File: config.mk
export PLATFORM = sky130hd
export DESIGN_NAME = qslave_seq
export DESIGN_NICKNAME = d
export VERILOG_FILES = /design/src/rtl/qslave_seq.sv
export SDC_FILE = /design/constraint.sdc
export NUM_CORES = 1
export LEC_CHECK = 0
export CAP_MARGIN = 20
export CORE_ASPECT_RATIO = 2
export CORE_MARGIN = 1
export CORE_UTILIZATION = 41
export DETAILED_ROUTE_END_ITERATION = 6
export PLACE_DENSITY = 0.86
export SYNTH_ARGS = -nofsm -noshare
export SYNTH_HDL_FRONTEND = slang
export SYNTH_SLANG_ARGS = --single-unit
export TNS_END_PERCENT = 20
File: constraint.sdc
create_clock -name clk20 -period 2.4 [get_ports clk20]
set_input_delay 0.36 -clock clk20 [delete_from_list [all_inputs] [get_ports clk20]]
set_output_delay 0.36 -clock clk20 [all_outputs]
set_load 0.02 [all_outputs]
File: src/rtl/qslave_seq.sv
`timescale 1ns/1ps
// qslave_seq: QBUS slave-cycle sequencer for NCHAN register devices that
// share one Am2908 transceiver bank.
//
// All asynchronous bus and device inputs are synchronised into clk20. A
// fixed-priority arbiter (channel 0 highest) picks the device that owns the
// cycle. The sequencer then drives TRPLY and the Am2908 controls, muxes the
// owning device's read data onto TDAL and issues write/read completion
// pulses.
//
// Optional feature: define QSLAVE_TIMEOUT_EN to force release of a TRPLY
// that has been held for TIMEOUT clocks and to raise the sticky tmo_err.
//
// Ports
//   clk20      in   QBUS domain clock (20 MHz)
//   reset_L    in   asynchronous active-low reset
//   RSYNC      in   bus SYNC (address phase qualifier)
//   RDIN       in   bus DIN, asynchronous
//   RDOUT      in   bus DOUT, asynchronous
//   match      in   per-channel address match, asynchronous
//   vec_req    in   per-channel interrupt vector request, asynchronous
//   rdata      in   per-channel read data, channel i at [16i+15:16i]
//   TRPLY      out  bus reply
//   DALtx      out  Am2908 direction, 1 = drive bus
//   DALbe      out  Am2908 bus enable (active high)
//   DALst      out  Am2908 output latch strobe
//   TDAL       out  transmit data, [21:16] always 0
//   sel        out  one-hot owning channel, 0 when idle
//   wr_strobe  out  one-clock pulse, DATO data valid for sel
//   rd_done    out  one-clock pulse, DATI or vector read complete
//   tmo_err    out  sticky reply timeout flag (0 without the feature)
module qslave_seq #(
    parameter int unsigned NCHAN       = 4,
    parameter int unsigned SETTLE      = 2,
    parameter int unsigned SYNC_STAGES = 2,
    parameter int unsigned TIMEOUT     = 255
) (
    input  logic                 clk20,
    input  logic                 reset_L,
    input  logic                 RSYNC,
    input  logic                 RDIN,
    input  logic                 RDOUT,
    input  logic [NCHAN-1:0]     match,
    input  logic [NCHAN-1:0]     vec_req,
    input  logic [16*NCHAN-1:0]  rdata,
    output logic                 TRPLY,
    output logic                 DALtx,
    output logic                 DALbe,
    output logic                 DALst,
    output logic [21:0]          TDAL,
    output logic [NCHAN-1:0]     sel,
    output logic                 wr_strobe,
    output logic                 rd_done,
    output logic                 tmo_err
);

    localparam int unsigned SW = 3 + 2 * NCHAN;

    typedef enum logic [2:0] {
        StIdle,
        StRdSet,
        StRdAck,
        StWrAck,
        StRel
    } state_e;

    // ------------------------------------------------------------------
    // Synchronisers: one shift chain carrying every asynchronous input.
    // ------------------------------------------------------------------
    logic [SW-1:0] r_sync [SYNC_STAGES];

    always_ff @(posedge clk20 or negedge reset_L) begin
        if (!reset_L) begin
            for (int i = 0; i < SYNC_STAGES; i++) begin
                r_sync[i] <= '0;
            end
        end else begin
            r_sync[0] <= {RSYNC, RDIN, RDOUT, match, vec_req};
            for (int i = 1; i < SYNC_STAGES; i++) begin
                r_sync[i] <= r_sync[i-1];
            end
        end
    end

    logic [SW-1:0]    w_sync;
    logic             w_srsync;
    logic             w_srdin;
    logic             w_srdout;
    logic [NCHAN-1:0] w_smatch;
    logic [NCHAN-1:0] w_svec;
    logic [NCHAN-1:0] w_match_pick;
    logic [NCHAN-1:0] w_vec_pick;

    assign w_sync   = r_sync[SYNC_STAGES-1];
    assign w_srsync = w_sync[SW-1];
    assign w_srdin  = w_sync[SW-2];
    assign w_srdout = w_sync[SW-3];
    // A match only counts while the address phase is qualified by SYNC.
    assign w_smatch = w_sync[2*NCHAN-1:NCHAN] & {NCHAN{w_srsync}};
    assign w_svec   = w_sync[NCHAN-1:0];

    // Isolate the lowest set bit: lowest index wins.
    assign w_match_pick = w_smatch & (~w_smatch + NCHAN'(1));
    assign w_vec_pick   = w_svec & (~w_svec + NCHAN'(1));

    // ------------------------------------------------------------------
    // Sequencer state
    // ------------------------------------------------------------------
    state_e           r_state, w_state_d;
    logic [3:0]       r_cnt, w_cnt_d;
    logic [NCHAN-1:0] r_sel, w_sel_d;
    logic             r_rd_cycle, w_rd_cycle_d;
    logic             r_wr_first;
    logic             w_tmo;

    always_ff @(posedge clk20 or negedge reset_L) begin
        if (!reset_L) begin
            r_state    <= StIdle;
            r_cnt      <= '0;
            r_sel      <= '0;
            r_rd_cycle <= 1'b0;
            r_wr_first <= 1'b0;
        end else begin
            r_state    <= w_state_d;
            r_cnt      <= w_cnt_d;
            r_sel      <= w_sel_d;
            r_rd_cycle <= w_rd_cycle_d;
            r_wr_first <= (r_state == StIdle) && (w_state_d == StWrAck);
        end
    end

    always_comb begin
        w_state_d    = r_state;
        w_cnt_d      = r_cnt;
        w_sel_d      = r_sel;
        w_rd_cycle_d = r_rd_cycle;
        TRPLY        = 1'b0;
        DALtx        = 1'b0;
        DALbe        = 1'b0;
        DALst        = 1'b0;
        wr_strobe    = 1'b0;
        rd_done      = 1'b0;

        case (r_state)
            StIdle: begin
                // Address matches take precedence over vector requests; DIN
                // takes precedence over DOUT.
                if (|w_smatch) begin
                    if (w_srdin) begin
                        w_state_d    = StRdSet;
                        w_sel_d      = w_match_pick;
                        w_cnt_d      = 4'(SETTLE - 1);
                        w_rd_cycle_d = 1'b1;
                    end else if (w_srdout) begin
                        w_state_d    = StWrAck;
                        w_sel_d      = w_match_pick;
                        w_rd_cycle_d = 1'b0;
                    end
                end else if ((|w_svec) && w_srdin) begin
                    w_state_d    = StRdSet;
                    w_sel_d      = w_vec_pick;
                    w_cnt_d      = 4'(SETTLE - 1);
                    w_rd_cycle_d = 1'b1;
                end
            end

            StRdSet: begin
                DALtx = 1'b1;
                if (r_cnt == 4'd0) begin
                    w_state_d = StRdAck;
                end else begin
                    w_cnt_d = r_cnt - 4'd1;
                end
            end

            StRdAck: begin
                DALtx = 1'b1;
                DALbe = 1'b1;
                DALst = 1'b1;
                TRPLY = 1'b1;
                if (w_tmo) begin
                    w_state_d = StRel;
                end else if (!w_srdin) begin
                    rd_done   = 1'b1;
                    w_state_d = StRel;
                end
            end

            StWrAck: begin
                TRPLY     = 1'b1;
                wr_strobe = r_wr_first;
                if (w_tmo || !w_srdout) begin
                    w_state_d = StRel;
                end
            end

            StRel: begin
                // After a read, leave as soon as the strobes are gone so a
                // DOUT can follow under the same SYNC (DATIO). After a write,
                // also wait for the address phase to end so the same cycle is
                // not re-entered.
                if (!w_srdin && !w_srdout &&
                    (r_rd_cycle || !(|(w_smatch & r_sel)))) begin
                    w_state_d = StIdle;
                    w_sel_d   = '0;
                end
            end

            default: begin
                w_state_d = StIdle;
                w_sel_d   = '0;
            end
        endcase
    end

    assign sel = r_sel;

    // ------------------------------------------------------------------
    // Read data mux from the latched owner.
    // ------------------------------------------------------------------
    logic [15:0] w_rd_mux;

    always_comb begin
        w_rd_mux = '0;
        for (int i = 0; i < NCHAN; i++) begin
            w_rd_mux = w_rd_mux | (rdata[16*i +: 16] & {16{r_sel[i]}});
        end
    end

    assign TDAL = {6'b0, w_rd_mux};

    // ------------------------------------------------------------------
    // Reply timeout
    // ------------------------------------------------------------------
`ifdef QSLAVE_TIMEOUT_EN
    logic [15:0] r_tmo_cnt;
    logic        r_tmo_err;

    // Counts clocks of asserted TRPLY; the limit fires on the last allowed
    // cycle so TRPLY is gone exactly TIMEOUT clocks after it rose.
    assign w_tmo = (r_tmo_cnt == 16'(TIMEOUT - 1));

    always_ff @(posedge clk20 or negedge reset_L) begin
        if (!reset_L) begin
            r_tmo_cnt <= '0;
            r_tmo_err <= 1'b0;
        end else begin
            r_tmo_cnt <= TRPLY ? r_tmo_cnt + 16'd1 : 16'd0;
            if (TRPLY && w_tmo) begin
                r_tmo_err <= 1'b1;
            end
        end
    end

    assign tmo_err = r_tmo_err;
`else
    logic w_unused_timeout;

    assign w_tmo            = 1'b0;
    assign tmo_err          = 1'b0;
    assign w_unused_timeout = |32'(TIMEOUT);
`endif

endmodule

# Yosys cells after proc, flatten, opt, wreduce, memory -nomap -nowiden
# Index checks and enable logic that the tools add are counted.
totals:
  register_bits: 35
  input_bits: 77
  out_inout_bits: 33
  wordCells: 86
classes:
  add_sub_neg: 3
  n_eq_ne: 11
  muxes: 30
  bitwise_logic: 14
  reduce_logical: 21
ops:
  columns: ["cell", "n"]
  rows:
  - ["$and A16 B16 Y16", 4]
  - ["$or A16 B16 Y16", 3]
  - ["$mux W4", 9]
  - ["$mux W3", 8]
  - ["$and A4 B4 Y4", 4]
  - ["$pmux W3 S5", 1]
  - ["$pmux W4 S3", 1]
  - ["$reduce_or A4 Y1", 3]
  - ["$mux W1", 10]
  - ["$eq A3 B2 Y1 const B", 3]
  - ["$add A4 B1 Y4 const B", 2]
  - ["$not A4 Y4", 2]
  - ["$pmux W4 S2", 1]
  - ["$reduce_and A4 Y1", 2]
  - ["$ne A3 B3 Y1 const B", 2]
  - ["$logic_and A1 B1 Y1", 4]
  - ["$logic_not A4 Y1", 1]
  - ["$ne A2 B2 Y1 const B", 2]
  - ["$ne A4 B4 Y1 const B", 1]
  - ["$reduce_bool A2 Y1", 2]
  - ["$reduce_or A2 Y1", 2]
  - ["$sub A4 B1 Y4 const B", 1]
  - ["$eq A3 B1 Y1 const B", 1]
  - ["$eq A3 B3 Y1 const B", 1]
  - ["7 further kinds", 9]

# Longest topological paths before layout
logic_depth:
  ltp_word: 10
  ltp_mapped: 6

# Least setup slack after synthesis
# No wires, ideal clock.
synth_timing:
  path_kind: "register -> output"
  startpoint: "register r_sel[0], in the netlist sel[0]"
  endpoint: "output TDAL[10]"
  arrival_time_ns: 1.351
  required_time_ns: 2.040
  setup_slack_ns: 0.689
  path_stages_with_launch: 5
  path_buffers: 2
  path_cell_list: "dfrtp_1 clkbuf_1 clkbuf_1 a22oi_1 nand2_1"
synth_via:
  elab_chain_len: 4
synth_rtl:
  columns: ["item", "line", "source"]
  rows:
  - ["from (decl)", "111", "logic [NCHAN-1:0] r_sel, w_sel_d;"]
  - ["from (signal assigned)", "126", "r_sel <= w_sel_d;"]
  - ["$and A16 B16 Y16", "226", "w_rd_mux = w_rd_mux | (rdata[16*i +: 16] & {16{r_sel[i]}});"]
  - ["$or A16 B16 Y16 (3 in series)", "226", null]
  - ["to (decl)", "50", "output logic [21:0] TDAL,"]
# No other way between the ends.

# Final worst setup path
layout_timing:
  startpoint: "register r_state[2]"
  endpoint: "output DALtx"
layout_via:
  elab_chain_len: 3
  elab_cells_between_ends: 4
  cone_classes: "2 x eq/ne; 1 x mux; 1 x reduce/logical"
layout_rtl:
  columns: ["item", "line", "source"]
  rows:
  - ["from (decl)", "109", "state_e r_state, w_state_d;"]
  - ["from (signal assigned)", "118", "r_state <= StIdle;"]
  - ["from (signal assigned)", "124", "r_state <= w_state_d;"]
  - ["$eq A3 B2 Y1 / $eq A3 B1 Y1 (equally long branches)", "144", "case (r_state)"]
  - ["$reduce_or A2 Y1 (no line) *", null, null]
  - ["$mux W1 *", "144", null]
  - ["to (decl)", "47", "output logic DALtx,"]
# Mark *: on every way between the ends. The rest lies on a longest branch, timed or not.

==> results.yml <==
critical_path:
  critPathCaptureType: "output pin"
  arrival_ns: 1.96
  required_ns: 2.04
  ff2ff_path_depth: 4
  worstSetupPathType: "reg2out"
  cp_max_fo: 11
  start_kind: "flop"
floorplanning:
  die_area_um2: 4910
  core-area_um2: 4380
  die_h_um: 98.1
  io_pins: 110
  die_w_um: 50.1
  initial_utilization: 0.432
  rows: 34
timing:
  rsz0062_at_grt: "false"
  slew_headroom: 0.639
  holdWs_ns: 0.348
  max_freq_mhz: 432
  timing.final.crit_period_ns: 2.32
  fin_skew_ns: 0.00830
  setup_viol: 0
  fin_crit_sh: 0.966
  tightest_slew_ns: 0.539
  hold_viol_final: 0
  fin_setup_tns_ns: 0
  drv_slew: 0
route:
  drc_errors: 0
  ant_nets: 0
  routed_wl_um: 5250
  wire_per_inst_um: 15.4
  vias: 1913
  vias_per_cell: 5.59
  drt_iter0_drc: 50
  dr.pass1.iters: 5
placed_design:
  dp.cells: 334
  port_buffers: 102
  post-dp-hpwl_um: 3950
  place.gp.congestion: 0.794
  place_area_um2: 2910
grt:
  grt_pass1_wl_um: 8350
  overflow: 0
  antenna_found_initial: 0
  grt_usage: 0.222
  grt_pass1_vias: 1839
  grt_max_degree: 36
layout:
  synthToLayoutAreaGrowth_pct: 61.4
  final_cells: 342
  drive_gt1_frac: 0.0903
  antenna_cells: 0
  final_common_cell: "clkdlybuf4s50_1"
  final_nets: 365
  mostFrequentLayoutCells: "102 x clkdlybuf4s50_1, 33 x a22oi_1, 31 x dfrtp_1"
  final_area_um2: 3060
power:
  power.leakage_uw: 0.00125
  p_per_area_nw_per_um2: 1040
  power_uw: 3170
  vdd.ir_drop.worst_v: 0.000922
yosys:
  synth_compound_area_frac: 0.267
  synth.area.mux_share: 0.0251
  synth-edff-count: 0
  synth_warnings: 0
  synth-simple-area-share: 0.156
  ys.flop_type: "dfrtp_1"
  ys_ff_latch: 35
  ys_seq_area_frac: 0.463
  syn_area_per_cell_um2: 9.96
  synth.distinct_cells: 46
  synthXorXnorAreaFrac: 0
  synthAdderAreaFrac: 0.00661
  synth_cells: 190
  synth_top_family_by_area: "compound AO/OA/AOI/OAI gates"
  syn_area_um2: 1890
  async_flop_share: 1.00
hold_path:
  hold_path_depth: 0
  min_path_type: "reg2reg"
clock_network:
  clockBufferDepth: 2
  clk_pin_slew_ns: 0.07
  cts.sinks: 35
  cts_root_buffer: "clkbuf_8"
  cts_hold_buf: 0
  cts_buffers: 5
  cts_tree: "done"
  postCtsSetupBuffers: 0
  h-tree-depth: 2
  clock_latency_ns: 0.29
run:
  cap_viol_max_count: 0
run_status:
  status: "complete, no violations"
-- cell type report --
class                   count  area, um2
multi-input cells         129        890
clock buffers               5       68.8
clock inverters             3       67.6
fillers                   358       1330
flip-flops and latches     35        881
inverters                  12       45.0
well taps                  54       67.6
repair buffers            104       1040
-- cells in the mapped netlist (all sizes together) (2+ instances only) --
master / n / area share
nor3: 4 / 0.011
clkbuf: 9 / 0.018
nand2: 21 / 0.042
o21ai: 9 / 0.024
dfrtp: 35 / 0.46
o221ai: 2 / 0.0093
nand4: 4 / 0.013
a21oi: 3 / 0.0079
o22ai: 2 / 0.0099
nor2: 6 / 0.012
o221a: 2 / 0.012
inv: 12 / 0.024
mux2: 3 / 0.020
o31ai: 3 / 0.012
or3: 2 / 0.0066
a22o: 2 / 0.0093
buf: 11 / 0.039
a22oi: 33 / 0.13
nand3b: 5 / 0.020
-- state kept, by name (all words and copies together) (netlist names) --
register	flops
r_state	3
r_cnt	4
r_wr_first	1
sel	4
w_sync	11
r_sync	11
r_rd_cycle	1
-- repair_timing --
| action | 4_1_cts | 5_1_grt |
|---|---|---|
| setup endpoints to repair | 0 | 17 |
| resized for setup | 0 | 5 |
| hold endpoints to repair | 0 | 0 |
-- cells by family (layout without fill, tap and decap cells) --
family          Yosys count  after routing
flops                    35             35
buf+inv                  32            124
other cells               1              7
fa+ha+maj                 1              1
compound gates           64             64
simple gates             53             53
mux                       4              4
-- layer usage --
layer / share of wire / routed length, um / global-route usage / vias up
met5: 0 / 0 / 0 / -
met4: 0.030 / 159 / 0.112 / 0
met3: 0.096 / 503 / 0.0732 / 14
met2: 0.55 / 2870 / 0.411 / 101
met1: 0.33 / 1720 / 0.202 / 909
li1: - / - / - / 889
-- report_power, final --
part | internal, uW | switching [uW]
sequential | 702 | 257
clock | 414 | 215
combinational | 816 | 763
-- worst max-delay path: stages (launching register included) --
cell and delay, ns:
dfrtp_1 0.49, or3b_4 0.46, o21ai_0 0.09, clkdlybuf4s50_1 0.62
-- path summary, 6_finish.rpt --
kind | startpoint | slack [ns] | endpoint
min reg2reg | r_sync[12] | 0.35 | w_sync[1]
min in group asynchronous | reset_L | 0.47 | r_sync[18]
min | r_sync[12] | 0.35 | w_sync[1]
max reg2reg | sel[2] | 0.44 | sel[0]
max | r_state[2] | 0.08 | DALtx
max in group asynchronous | reset_L | 1.61 | sel[1]
-- stage by stage --
stage,worst slack (ns),utilization
2_1_floorplan,0.689,-
3_3_place_gp,0.337,0.664
3_5_place_dp,0.329,0.664
4_1_cts,0.00458,0.696
5_1_grt,0.000798,0.697
6_report,0.0825,0.697
Power figures use the tool's default switching activity.
==> variant 1 (same settings) <==
Add a define of `QSLAVE_TIMEOUT_EN`.
--- a/src/rtl/qslave_seq.sv
+++ b/src/rtl/qslave_seq.sv
@@ -29,6 +29,8 @@
 //   wr_strobe  out  one-clock pulse, DATO data valid for sel
 //   rd_done    out  one-clock pulse, DATI or vector read complete
 //   tmo_err    out  sticky reply timeout flag (0 without the feature)
+`define QSLAVE_TIMEOUT_EN
+
 module qslave_seq #(
     parameter int unsigned NCHAN       = 4,
     parameter int unsigned SETTLE      = 2,
Function: same outputs for any inputs over 10 cycles, from zero or initial values and one cycle with reset_L low; that may be too few to reach the edited logic, so the function may still have changed.
==> variant 1 against the original RTL <==
- highest routed layer unchanged
- synthesized area grew 37%
- via count grew 20%
- largest cell class is now registers
- worst setup slack gained 0.025 ns
- sequential cell count grew 17
- first-iteration DRC count grew to 3.1 times the old value
- combinational power grew 3%
- count of clock-buffer cells in the layout is the same
- design area grew 24%
- power grew 13%
- critical path type unchanged
- synthesized cell count grew 35%
- routed wire length grew 25%
- sequential power grew 31%
- critical endpoint is now TDAL[6]
==> variant 1: results <==
[setup_path]
rr_endpoint = r_cnt[0]
rrSetupSlack_ns = 0.61
cp.arrival_ns = 1.93
crit_end = TDAL[6]
reg2reg_from = r_cnt[0]
crit_fanout = 19
startpoint = sel[3]
reg2reg_depth = 6

[detailed_routing]
routedWlPerCell_um = 14.92
met1_length_um = 2267
dr_wl_met3_um = 446
dr.max_layer_used = met4
drt_iter0_drc = 155
avgViaCountPerCell = 5.230
wl_um = 6565
drt_first_pass_iters = 4
wl_met2_um = 3682

[grt]
grt_max_degree = 53
grt_pass1_wl_um = 10290
antenna_found_initial = 0
grt.total_usage_pct = 20.44
grt_pass1_vias = 2298

[layout]
fin_nets = 436
drive_above_1_share_pct = 7.303
regMostFlops = r_tmo_cnt
fill_cells = 484
diodes = 0
largest_reg_flops = 16

[clock_tree]
clk_pin_slew_ns = 0.07
cts_buffers = 5
cts_root_buf = clkbuf_16
cts_max_level = 2
clockBufferDepth = 2

[placement]
dp_hpwl_um = 5006
finalWeightedCongestion = 0.8559
dp.cells = 433
place_ws_ns = 0.1294
io_buffer_count = 103

[synthesis]
synth_cell_type_count = 46
synthTopCellsByArea = dfrtp_1 (50%), a22oi_1 (10%), xor2_1 (4.1%)
synthArstFlopShare_pct = 100.0
synthCells = 256
yosysSeqAreaShare_pct = 50.29
synth_warnings = 0
synth_common_cells = dfrtp_1 (52), a22oi_1 (36), nand2_1 (27)

[timing]
slew_headroom_pct = 57.56
fin_crit_ns = 2.292
slew_violations = 0
setup_tns_ns = 0
fin_skew_ns = 0.008209

[pwr]
leakagePower_nw = 1.607
peakVddDrop_mv = 0.5498

[outcome]
status = finished, final reports clean

[min_path]
hold_class = primary input to asynchronous set/reset pin
## variant 1: changes by cell type after synthesis, sizes merged, moves of 5 or more
cell / change
nand2: +6
nand3b: -5
nand3: +6
xor2: +12
nor2: +15
dfrtp: +17
## variant 1: cells by family (layout without fill, tap and decap cells)
logic type	Yosys count	after routing	share of synthesized area [%]
and+or+nand+nor	88	88	17.07
AOI/OAI and AO/OA	69	69	20.89
DFF	52	52	50.29
buffers and inverters	29	124	5.416
xor gates and xnor gates	14	14	4.739
adders and majority gates	3	3	1.451
other	1	6	0.1449
## variant 1: cell type report
class | count | share of cell area (%)
repair buffers | 107 | 27.64
well taps | 84 | 2.764
flip-flops and latches | 52 | 34.32
clock buffers | 5 | 3.291
multi-input cells | 180 | 30.64
inverters | 10 | 1.020
clock inverters | 2 | 0.3291
## variant 1: critical path: stages, from the launching register on
cell             delay [ns]
dfrtp_1                0.74
a22oi_1                0.20
nand2_1                0.11
clkdlybuf4s50_1        0.60
## variant 1: where the power goes
group	total [mW]	leakage [nW]	internal, mW	switching (mW)
Sequential	1.26	0.656	0.990	0.274
Combinational	1.63	0.885	0.824	0.809
Clock	0.674	0.0657	0.378	0.295
## variant 1: worst min-delay path by stage
stage	end	slack (ns)	depth (start not counted)
2_1_floorplan	r_cnt[0]	0.06	0
3_3_place_gp	w_sync[6]	0.34	0
3_5_place_dp	w_sync[0]	0.33	0
4_1_cts	r_cnt[0]	0.18	2
5_1_grt	r_cnt[2]	0.22	2
6_report	r_cnt[2]	0.16	2
## variant 1: what timing repair did
action	4_1_cts	5_1_grt
gates resized for setup	1	6
hold endpoints to repair	0	0
endpoints found under the setup margin	1	12
## variant 1: per-layer routing
| layer | vias to the layer above | global-route usage [%] |
|---|---|---|
| li1 | 1111 | - |
| met5 | - | 0 |
| met4 | 0 | 8.889 |
| met3 | 13 | 5.085 |
| met2 | 98 | 39.16 |
| met1 | 1079 | 19.60 |
## variant 1: per-stage QoR
stage / total power, mW / area (um^2) / util, %
6_report: 3.571 / 3802 / 62.79
5_1_grt: 3.781 / 3802 / 62.79
4_1_cts: 3.598 / 3802 / 62.79
3_5_place_dp: 2.914 / 3666 / 60.54
3_3_place_gp: 2.875 / 3666 / 60.54
2_1_floorplan: 2.144 / 2606 / -
==> variant 2 (same settings) <==
Without the edit above. Encoding of `state_e`: now one-hot (5 bits for 5 states).
--- a/src/rtl/qslave_seq.sv
+++ b/src/rtl/qslave_seq.sv
@@ -56,12 +56,12 @@
 
     localparam int unsigned SW = 3 + 2 * NCHAN;
 
-    typedef enum logic [2:0] {
-        StIdle,
-        StRdSet,
-        StRdAck,
-        StWrAck,
-        StRel
+    typedef enum logic [4:0] {
+        StIdle  = 5'b00001,
+        StRdSet = 5'b00010,
+        StRdAck = 5'b00100,
+        StWrAck = 5'b01000,
+        StRel   = 5'b10000
     } state_e;
 
     // ------------------------------------------------------------------
Function: no difference found for any inputs over 10 cycles, from zero or initial values and one cycle with reset_L low; not proved beyond that.
==> variant 2 against the original RTL <==
- routed wire length increased by 4.0%
- die area increased by 2.8%
- worst setup slack improved by 0.036 ns
- maximum frequency increased by 1.6%
- synthesized area increased by 2.9%
- register-to-register slack got worse by 0.02 ns
- design area increased by 2.0%
- cell count increased by 5.3%
- sequential cell count increased by 2
- sequential share of layout area increased by 0.95 points
- power decreased by 19%
- global-route usage increased by 0.65 points
- critical path type unchanged
==> variant 2: results <==
[grt]
grt_pass1_vias = 1920
grt_max_degree = 38
antenna_found_initial = 0
grt_pass1_wl_um = 8604
grt.total_usage_pct = 22.81

[setup_path]
startpoint = r_state[1]
cp.arrival_ns = 1.92
reg2reg_from = r_cnt[0]
reg2reg_depth = 7
crit_end = DALbe
worst_path_largest_cell_delay_ns = 0.62
crit_fanout = 8
rr_endpoint = r_state[3]
rrSetupSlack_ns = 0.42

[synthesis]
yosysSeqAreaShare_pct = 47.59
synth_cell_type_count = 42
synthFlopType = dfrtp_1
synthTopCellsByArea = dfrtp_1 (46%), a22oi_1 (14%), nand2_1 (5.4%)
synthArstFlopShare_pct = 100.0
synth_common_cells = a22oi_1 (36), dfrtp_1 (36), nand2_1 (28)

[layout]
fin_nets = 383
syn2layout_area_growth_pct = 60.05
drive_above_1_share_pct = 7.541
fill_cells = 372

[placement]
dp_hpwl_um = 4147
place_ws_ns = 0.2947
finalWeightedCongestion = 0.7846
io_buffer_count = 102
placed_area_mm2 = 0.002998

[detailed_routing]
drt_iter0_drc = 52
wl_met2_um = 3015
met1_length_um = 1954
routedWlPerCell_um = 15.16
drt_first_pass_iters = 4
dr_wl_met3_um = 362
vias = 1944

[pwr]
swShare_pct = 36.59
peakVddDrop_mv = 0.6319
leakagePower_nw = 1.369

[timing]
fin_crit_sh_pct = 95.06
fin_skew_ns = 0.007238
worstMarginPinSlew_ns = 0.5720
hold_violations = 0

[clock_tree]
cts_buffers = 5

[outcome]
status = finished, final reports clean

[min_path]
hold_class = flip-flop to flip-flop
==> variant 2: worst min-delay path by stage <==
stage                from          to  slack, ns  cells past startpoint
2_1_floorplan     reset_L    r_cnt[0]       0.06                      0
3_3_place_gp   r_sync[13]   w_sync[2]       0.33                      0
3_5_place_dp   r_sync[14]   w_sync[3]       0.33                      0
4_1_cts        r_sync[21]  w_sync[10]       0.35                      0
5_1_grt        r_sync[14]   w_sync[3]       0.35                      0
6_report       r_sync[16]   w_sync[5]       0.35                      0
==> variant 2: cell families (layout without fill, tap and decap cells) <==
logic type	count (synthesis)	count (layout)	share of synthesized area, %
AND/OR/NAND/NOR	68	68	17.21
AO/OA/AOI/OAI	66	66	25.69
flip-flops	37	37	47.59
buffers and inverters	26	122	6.679
XOR/XNOR	3	3	1.349
adder cells (fa/ha/maj)	2	2	1.284
other	1	7	0.1925
==> variant 2: what timing repair did <==
action | CTS | global route
gates resized for setup | 1 | 3
buffers inserted | 0 | 0
setup endpoints to repair | 1 | 6
==> variant 2: layer usage <==
metal | vias to the layer above | track usage [%]
li1 | 932 | -
met1 | 913 | 20.88
met2 | 89 | 44.51
met3 | 10 | 5.657
met4 | 0 | 10.04
met5 | - | 0
==> variant 2: through the flow <==
stage                     instances  power, mW  hold WS, ns
after floorplan                 209      1.525      0.06441
after global placement          352      2.012       0.3313
after detailed placement        352      2.043       0.3347
after CTS                       360      2.581       0.3534
after global routing            360      2.719       0.3549
final                           360      2.565       0.3459
==> variant 2: power by group through the flow <==
| stage | Combinational, mW | Clock, mW | Sequential, mW |
|---|---|---|---|
| after floorplan | 0.736 | 0 | 0.790 |
| after global placement | 1.18 | 0 | 0.831 |
| after detailed placement | 1.21 | 0 | 0.837 |
| after CTS | 1.21 | 0.549 | 0.825 |
| after global routing | 1.30 | 0.574 | 0.843 |
| final | 1.20 | 0.535 | 0.829 |
==> variant 2: final cells by class <==
cell class / instances / share of cell area [%]
Tap cell: 55 / 2.207
Timing Repair Buffer: 108 / 34.31
Inverter: 6 / 0.7223
Clock buffer: 5 / 2.207
Clock inverter: 3 / 1.485
Multi-Input combinational cell: 146 / 29.29
Sequential cell: 37 / 29.78
